File: src/rtl/zxiznet_pkg.sv
// Shared definitions for the ZXiznet CPLD: the card's I/O port and the
// Z80 I/O-cycle state encoding.
`timescale 1ns/1ps
package zxiznet_pkg;

  localparam logic [7:0] PORT_LO_DEF = 8'hAB;

  typedef enum logic [1:0] {
    ST_IDLE = 2'd0,
    ST_QUAL = 2'd1,
    ST_ACC  = 2'd2,
    ST_WAIT = 2'd3
  } zbus_state_e;

endpackage

File: src/rtl/zbus_sync.sv
// Multi-flop synchronizer for one asynchronous Z80 strobe. The reset value is
// 1 because every Z80 strobe is active low, so reset means "inactive".
`timescale 1ns/1ps
module zbus_sync #(
  parameter int LEN = 2
) (
  input  logic clk,
  input  logic rst_n,
  input  logic d,
  output logic q
);

  logic [LEN-1:0] sh_q;

  // NOTE: sequential state uses non-blocking assignments so every flop samples pre-edge values.
  always_ff @(posedge clk or negedge rst_n) begin
    if (!rst_n) sh_q <= '1;
    else        sh_q <= {sh_q[LEN-2:0], d};
  end

  assign q = sh_q[LEN-1];

endmodule

File: src/rtl/zbus_io_cycle.sv
// Z80 I/O cycle front end: synchronizes the Z80 strobes, qualifies accesses to
// the card's port and emits one rd/wr strobe per Z80 I/O cycle.
`timescale 1ns/1ps
module zbus_io_cycle
  import zxiznet_pkg::*;
#(
  parameter logic [7:0] PORT_LO    = PORT_LO_DEF,
  parameter int         SYNC_LEN   = 2,
  parameter int         STABLE_LEN = 2
) (
  input  logic        clk,
  input  logic        rst_n,
  input  logic [15:0] za,
  input  logic [7:0]  zd_in,
  input  logic        ziorq_n,
  input  logic        zrd_n,
  input  logic        zwr_n,
  input  logic        zm1_n,
  output logic        ziorqge,
  output logic [7:0]  reg_idx,
  output logic [7:0]  wdata,
  output logic        wr_stb,
  output logic        rd_stb,
  output logic        busy
);

  localparam int CNT_W = $clog2(STABLE_LEN + 1);

  logic iorq_s, rd_s, wr_s, m1_s;
  logic port_hit, hit_rd, hit_wr, same_hit;

  zbus_state_e      state_q, state_d;
  logic [CNT_W-1:0] cnt_q, cnt_d;
  logic             is_wr_q, is_wr_d;
  logic [7:0]       reg_idx_q, reg_idx_d;
  logic [7:0]       wdata_q, wdata_d;

  zbus_sync #(.LEN(SYNC_LEN)) u_sync_iorq (.clk(clk), .rst_n(rst_n), .d(ziorq_n), .q(iorq_s));
  zbus_sync #(.LEN(SYNC_LEN)) u_sync_rd   (.clk(clk), .rst_n(rst_n), .d(zrd_n),   .q(rd_s));
  zbus_sync #(.LEN(SYNC_LEN)) u_sync_wr   (.clk(clk), .rst_n(rst_n), .d(zwr_n),   .q(wr_s));
  zbus_sync #(.LEN(SYNC_LEN)) u_sync_m1   (.clk(clk), .rst_n(rst_n), .d(zm1_n),   .q(m1_s));

  // The Z80 holds the address stable for the whole strobe, so it is decoded unsynchronized.
  assign port_hit = (za[7:0] == PORT_LO);
  assign hit_rd   = ~iorq_s & ~rd_s & m1_s & port_hit;
  assign hit_wr   = ~iorq_s & ~wr_s & m1_s & port_hit;
  assign same_hit = is_wr_q ? hit_wr : hit_rd;

  // ziorqge must follow the bus with no clock delay.
  assign ziorqge = ~ziorq_n & zm1_n & ~zrd_n & port_hit;

  always_ff @(posedge clk or negedge rst_n) begin
    if (!rst_n) begin
      state_q   <= ST_IDLE;
      cnt_q     <= '0;
      is_wr_q   <= 1'b0;
      reg_idx_q <= 8'h00;
      wdata_q   <= 8'h00;
    end else begin
      state_q   <= state_d;
      cnt_q     <= cnt_d;
      is_wr_q   <= is_wr_d;
      reg_idx_q <= reg_idx_d;
      wdata_q   <= wdata_d;
    end
  end

  // NOTE: every combinational output gets a default first so no path infers a latch.
  always_comb begin
    state_d   = state_q;
    cnt_d     = cnt_q;
    is_wr_d   = is_wr_q;
    reg_idx_d = reg_idx_q;
    wdata_d   = wdata_q;
    unique case (state_q)
      ST_IDLE: begin
        if (hit_rd) begin
          state_d = ST_QUAL;
          cnt_d   = CNT_W'(1);
          is_wr_d = 1'b0;
        end else if (hit_wr) begin
          state_d = ST_QUAL;
          cnt_d   = CNT_W'(1);
          is_wr_d = 1'b1;
        end
      end
      ST_QUAL: begin
        if (!same_hit) begin
          state_d = ST_IDLE;
        end else if (cnt_q == CNT_W'(STABLE_LEN)) begin
          // Latch on entry so index and data are valid alongside the strobe.
          state_d   = ST_ACC;
          reg_idx_d = za[15:8];
          if (is_wr_q) wdata_d = zd_in;
        end else begin
          cnt_d = cnt_q + CNT_W'(1);
        end
      end
      ST_ACC:  state_d = ST_WAIT;
      ST_WAIT: if (iorq_s && rd_s && wr_s) state_d = ST_IDLE;
      default: state_d = ST_IDLE;
    endcase
  end

  always_comb begin
    wr_stb = (state_q == ST_ACC) &&  is_wr_q;
    rd_stb = (state_q == ST_ACC) && !is_wr_q;
    busy   = (state_q == ST_ACC) || (state_q == ST_WAIT);
  end

  assign reg_idx = reg_idx_q;
  assign wdata   = wdata_q;

endmodule

File: config.mk
export PLATFORM = sky130hd
export DESIGN_NAME = zbus_io_cycle
export DESIGN_NICKNAME = d
export VERILOG_FILES = /design/src/rtl/zxiznet_pkg.sv /design/src/rtl/zbus_sync.sv /design/src/rtl/zbus_io_cycle.sv
export SDC_FILE = /design/constraint.sdc
export NUM_CORES = 1
export LEC_CHECK = 0
export CORE_ASPECT_RATIO = 1.5
export CORE_UTILIZATION = 46
export DETAILED_ROUTE_END_ITERATION = 7
export PLACE_DENSITY = 0.84
export REMOVE_ABC_BUFFERS = 1
export SYNTH_ARGS = -nofsm -noshare
export SYNTH_HDL_FRONTEND = slang
export SYNTH_SLANG_ARGS = --single-unit
File: constraint.sdc
create_clock -name clk -period 5.65 [get_ports clk]
set_clock_uncertainty 0.15 [all_clocks]
set_input_delay 1.13 -clock clk [delete_from_list [all_inputs] [get_ports clk]]
set_output_delay 1.13 -clock clk [all_outputs]
set_load 0.01 [all_outputs]
==> flow_summary_export.csv <==
group,metric,value,unit
cts,cts_resized,0,
routing,route.detailed.wl_per_inst,15.07,um
worst_setup_path,critical_path_arrival,2.61,ns
logic_synthesis,synth-seq-cells,29,
timing,timing.fmax,257.1,MHz
die,floorplan.die.width,44.71,um
timing,worst-slew-pin-transition,0.3719,ns
cts,clk_path_buf_depth,2,
cts,clk_root_buf,"sky130_fd_sc_hd__clkbuf_4",
die,core-area,2532,um2
cts,cts_buffers,5,
die,die_footprint,2954,um2
cells_and_area,filler_cell_count,191,
grt,grt_remaining_overflow,0,
timing,slew-limit-headroom,75.21,%
cells_and_area,antenna_diode_instance_count,0,
cells_and_area,share_of_the_core_filled_with_cells_in_the_final_layout,72.18,%
placement,dp.final_hpwl,1.886,mm
worst_setup_path,start_kind,"input port",
cells_and_area,final_net_count,170,
logic_synthesis,synth_cell_types,34,
cts,clkTransAtPathRegs,0.09,ns
die,floorplan.die.height,66.07,um
timing,report.final.setup_viol,0,
placement,io_buffers,49,
timing,min_period,3.889,ns
worst_setup_path,rrSetupSlack,3.67,ns
routing,detailedRoute.firstIterationViolations,23,
timing,rsz0062_at_grt,"false",
worst_setup_path,critPathCaptureType,"output pin",
routing,drt_pre_antenna_iters,4,
cts,holdBufCountCts,0,
grt,grt_max_degree,30,
pwr,fin_total_pwr,391.4,uW
pwr,pwr_per_cell_area,214.1,nW/um2
cells_and_area,post_route_cells_drive_above_1_share,27.14,%
routing,via_per_inst,5.108,
worst_setup_path,crit_path_max_fo,4,
timing,final-hold-violation-count,0,
timing,holdWs,0.2066,ns
cts,cts.sinks,29,
worst_hold_path,worst_hold_path.num_cells,0,
worst_hold_path,holdCritPathClass,"register to register",
cells_and_area,layout-area-overhead-vs-synth,45.23,%
grt,grt_util_all_layers,23.29,%
logic_synthesis,synth-main-ff-cell,"sky130_fd_sc_hd__dfrtp_1",
logic_synthesis,synth_area,1259,um2
routing,routed-via-count,899,
cts,cts.htree.levels,2,
logic_synthesis,synthesis.instances,87,
cells_and_area,mostFrequentLayoutCell,"sky130_fd_sc_hd__clkdlybuf4s50_1",
logic_synthesis,yosys_warnings,0,
die,num_rows,22,
placement,post-place-ws,1.766,ns
timing,final.setup.worst_slack,1.761,ns
worst_setup_path,critical_path.reg2reg.endpoint,"reg_idx[7]",
timing,report.final.slew_viol_count,0,
logic_synthesis,synthArstFlopShare,100.0,%
worst_hold_path,hold_end,"u_sync_wr.sh_q[1]",
logic_synthesis,synth_seq_area_share,58.45,%
placement,place_congestion,0.7494,
flow_run,drv.max_cap_violation_count,0,
timing,finalSetupTns,0,ns
cts,worst_skew_pair.late_latency,0.34,ns
grt,grt_pass1_vias,994,
cts,cts_post_setup_buffers_inserted,0,
worst_setup_path,rr_startpoint,"u_sync_m1.sh_q[1]",
logic_synthesis,synth-edff-count,0,
grt,grt_first_pass_wirelength,4.719,mm
routing,postRouteAntennaNets,0,
worst_hold_path,hold_start,"u_sync_wr.sh_q[0]",
worst_setup_path,worst_ep_required_time,4.37,ns
die,starting_density_of_the_core,49.70,%
cts,tritoncts,"yes",
routing,routed_wirelength,2.652,mm
cells_and_area,most-common-layout-cells,"sky130_fd_sc_hd__clkdlybuf4s50_1 (49), sky130_fd_sc_hd__dfrtp_1 (21), sky130_fd_sc_hd__mux2_4 (8), sky130_fd_sc_hd__mux2_2 (8), sky130_fd_sc_hd__dfstp_2 (8)",
die,pin_count,50,
logic_synthesis,avgSynthCellArea,14.47,um2
worst_setup_path,r2r.worst_path.cells,4,
status,outcome,"finished clean",
grt,antenna_found_initial,0,
pwr,power_leakage,0.0008309,uW
pwr,worst_ir_drop_vdd,0.1921,mV
timing,final.period_utilization,68.83,%
worst_setup_path,worst-setup-path-type,"input port to output pin",
routing,drt_drc_violations_left,0,
==> worst max path at each step <==
stage                from      end  slack [ns]  cells past startpoint
finish              za[6]  ziorqge        1.76                      4
global route        za[4]  ziorqge        1.71                      4
CTS                 za[6]  ziorqge        1.77                      4
detailed placement  za[6]  ziorqge        1.77                      4
global placement    za[6]  ziorqge        1.79                      4
floorplan           za[6]  ziorqge        2.70                      2
==> per-layer routing <==
metal / GRT usage (%) / vias up / share of wire (%)
li1: - / 422 / -
met1: 24.55 / 439 / 37
met2: 38.05 / 30 / 54
met3: 10.66 / 8 / 6.4
met4: 11.74 / 0 / 2.5
met5: 0 / - / 0
==> kinds of logic after synthesis <==
family	after synthesis	synth area share, %
DFF	29	58.45
adders and majority gates	1	0.9939
and+or+nand+nor	21	12.72
AOI/OAI and AO/OA	12	6.263
muxes	17	17.50
buffers and inverters	7	4.076
==> registers in the layout, indices dropped and copies added (netlist names), 2 cells and up, named ones only <==
| name | count |
|---|---|
| u_sync_wr.sh_q | 2 |
| wdata | 8 |
| reg_idx | 8 |
| u_sync_rd.sh_q | 2 |
| u_sync_m1.sh_q | 2 |
| cnt_q | 2 |
| u_sync_iorq.sh_q | 2 |
==> power by group <==
group          switching (uW)  internal, uW
clock                    72.6          71.9
sequential               3.21           213
combinational            9.88          20.6
total                    85.7           306
==> synthesized netlist by cell type, drive strengths merged, types with 2 or more instances <==
cell type | number | share of area (%)
a21o | 2 | 1.3
a21oi | 6 | 2.4
and3 | 2 | 0.99
and4 | 2 | 1.7
buf | 2 | 2.5
clkbuf | 3 | 0.99
dfrtp | 21 | 42
dfstp | 8 | 17
inv | 2 | 0.60
mux2 | 16 | 17
nand4 | 4 | 3.2
nor2 | 2 | 0.60
nor2b | 2 | 1.2
nor3 | 2 | 0.80
==> layout make-up <==
type	count	area, um2	share of cell area (%)
Clock buffer	7	65.06	3.559
Clock inverter	1	5.005	0.2738
Inverter	2	7.507	0.4107
Multi-Input combinational cell	51	471.7	25.80
Sequential cell	29	735.7	40.25
Tap cell	36	45.04	2.464
Timing Repair Buffer	50	498.0	27.24
==> worst max-delay path: stages <==
cell                              delay (ns)
sky130_fd_sc_hd__clkdlybuf4s50_1        0.39
sky130_fd_sc_hd__and4bb_1               0.34
sky130_fd_sc_hd__and4_2                 0.23
sky130_fd_sc_hd__clkdlybuf4s50_1        0.53
==> through the flow <==
| step | instances | cell area, um2 |
|---|---|---|
| global placement | 168 | 1758 |
| CTS | 176 | 1828 |
| global route | 176 | 1828 |
| floorplan | 82 | 1215 |
| finish | 176 | 1828 |
| detailed placement | 168 | 1758 |
Power figures use the tool's default switching activity.
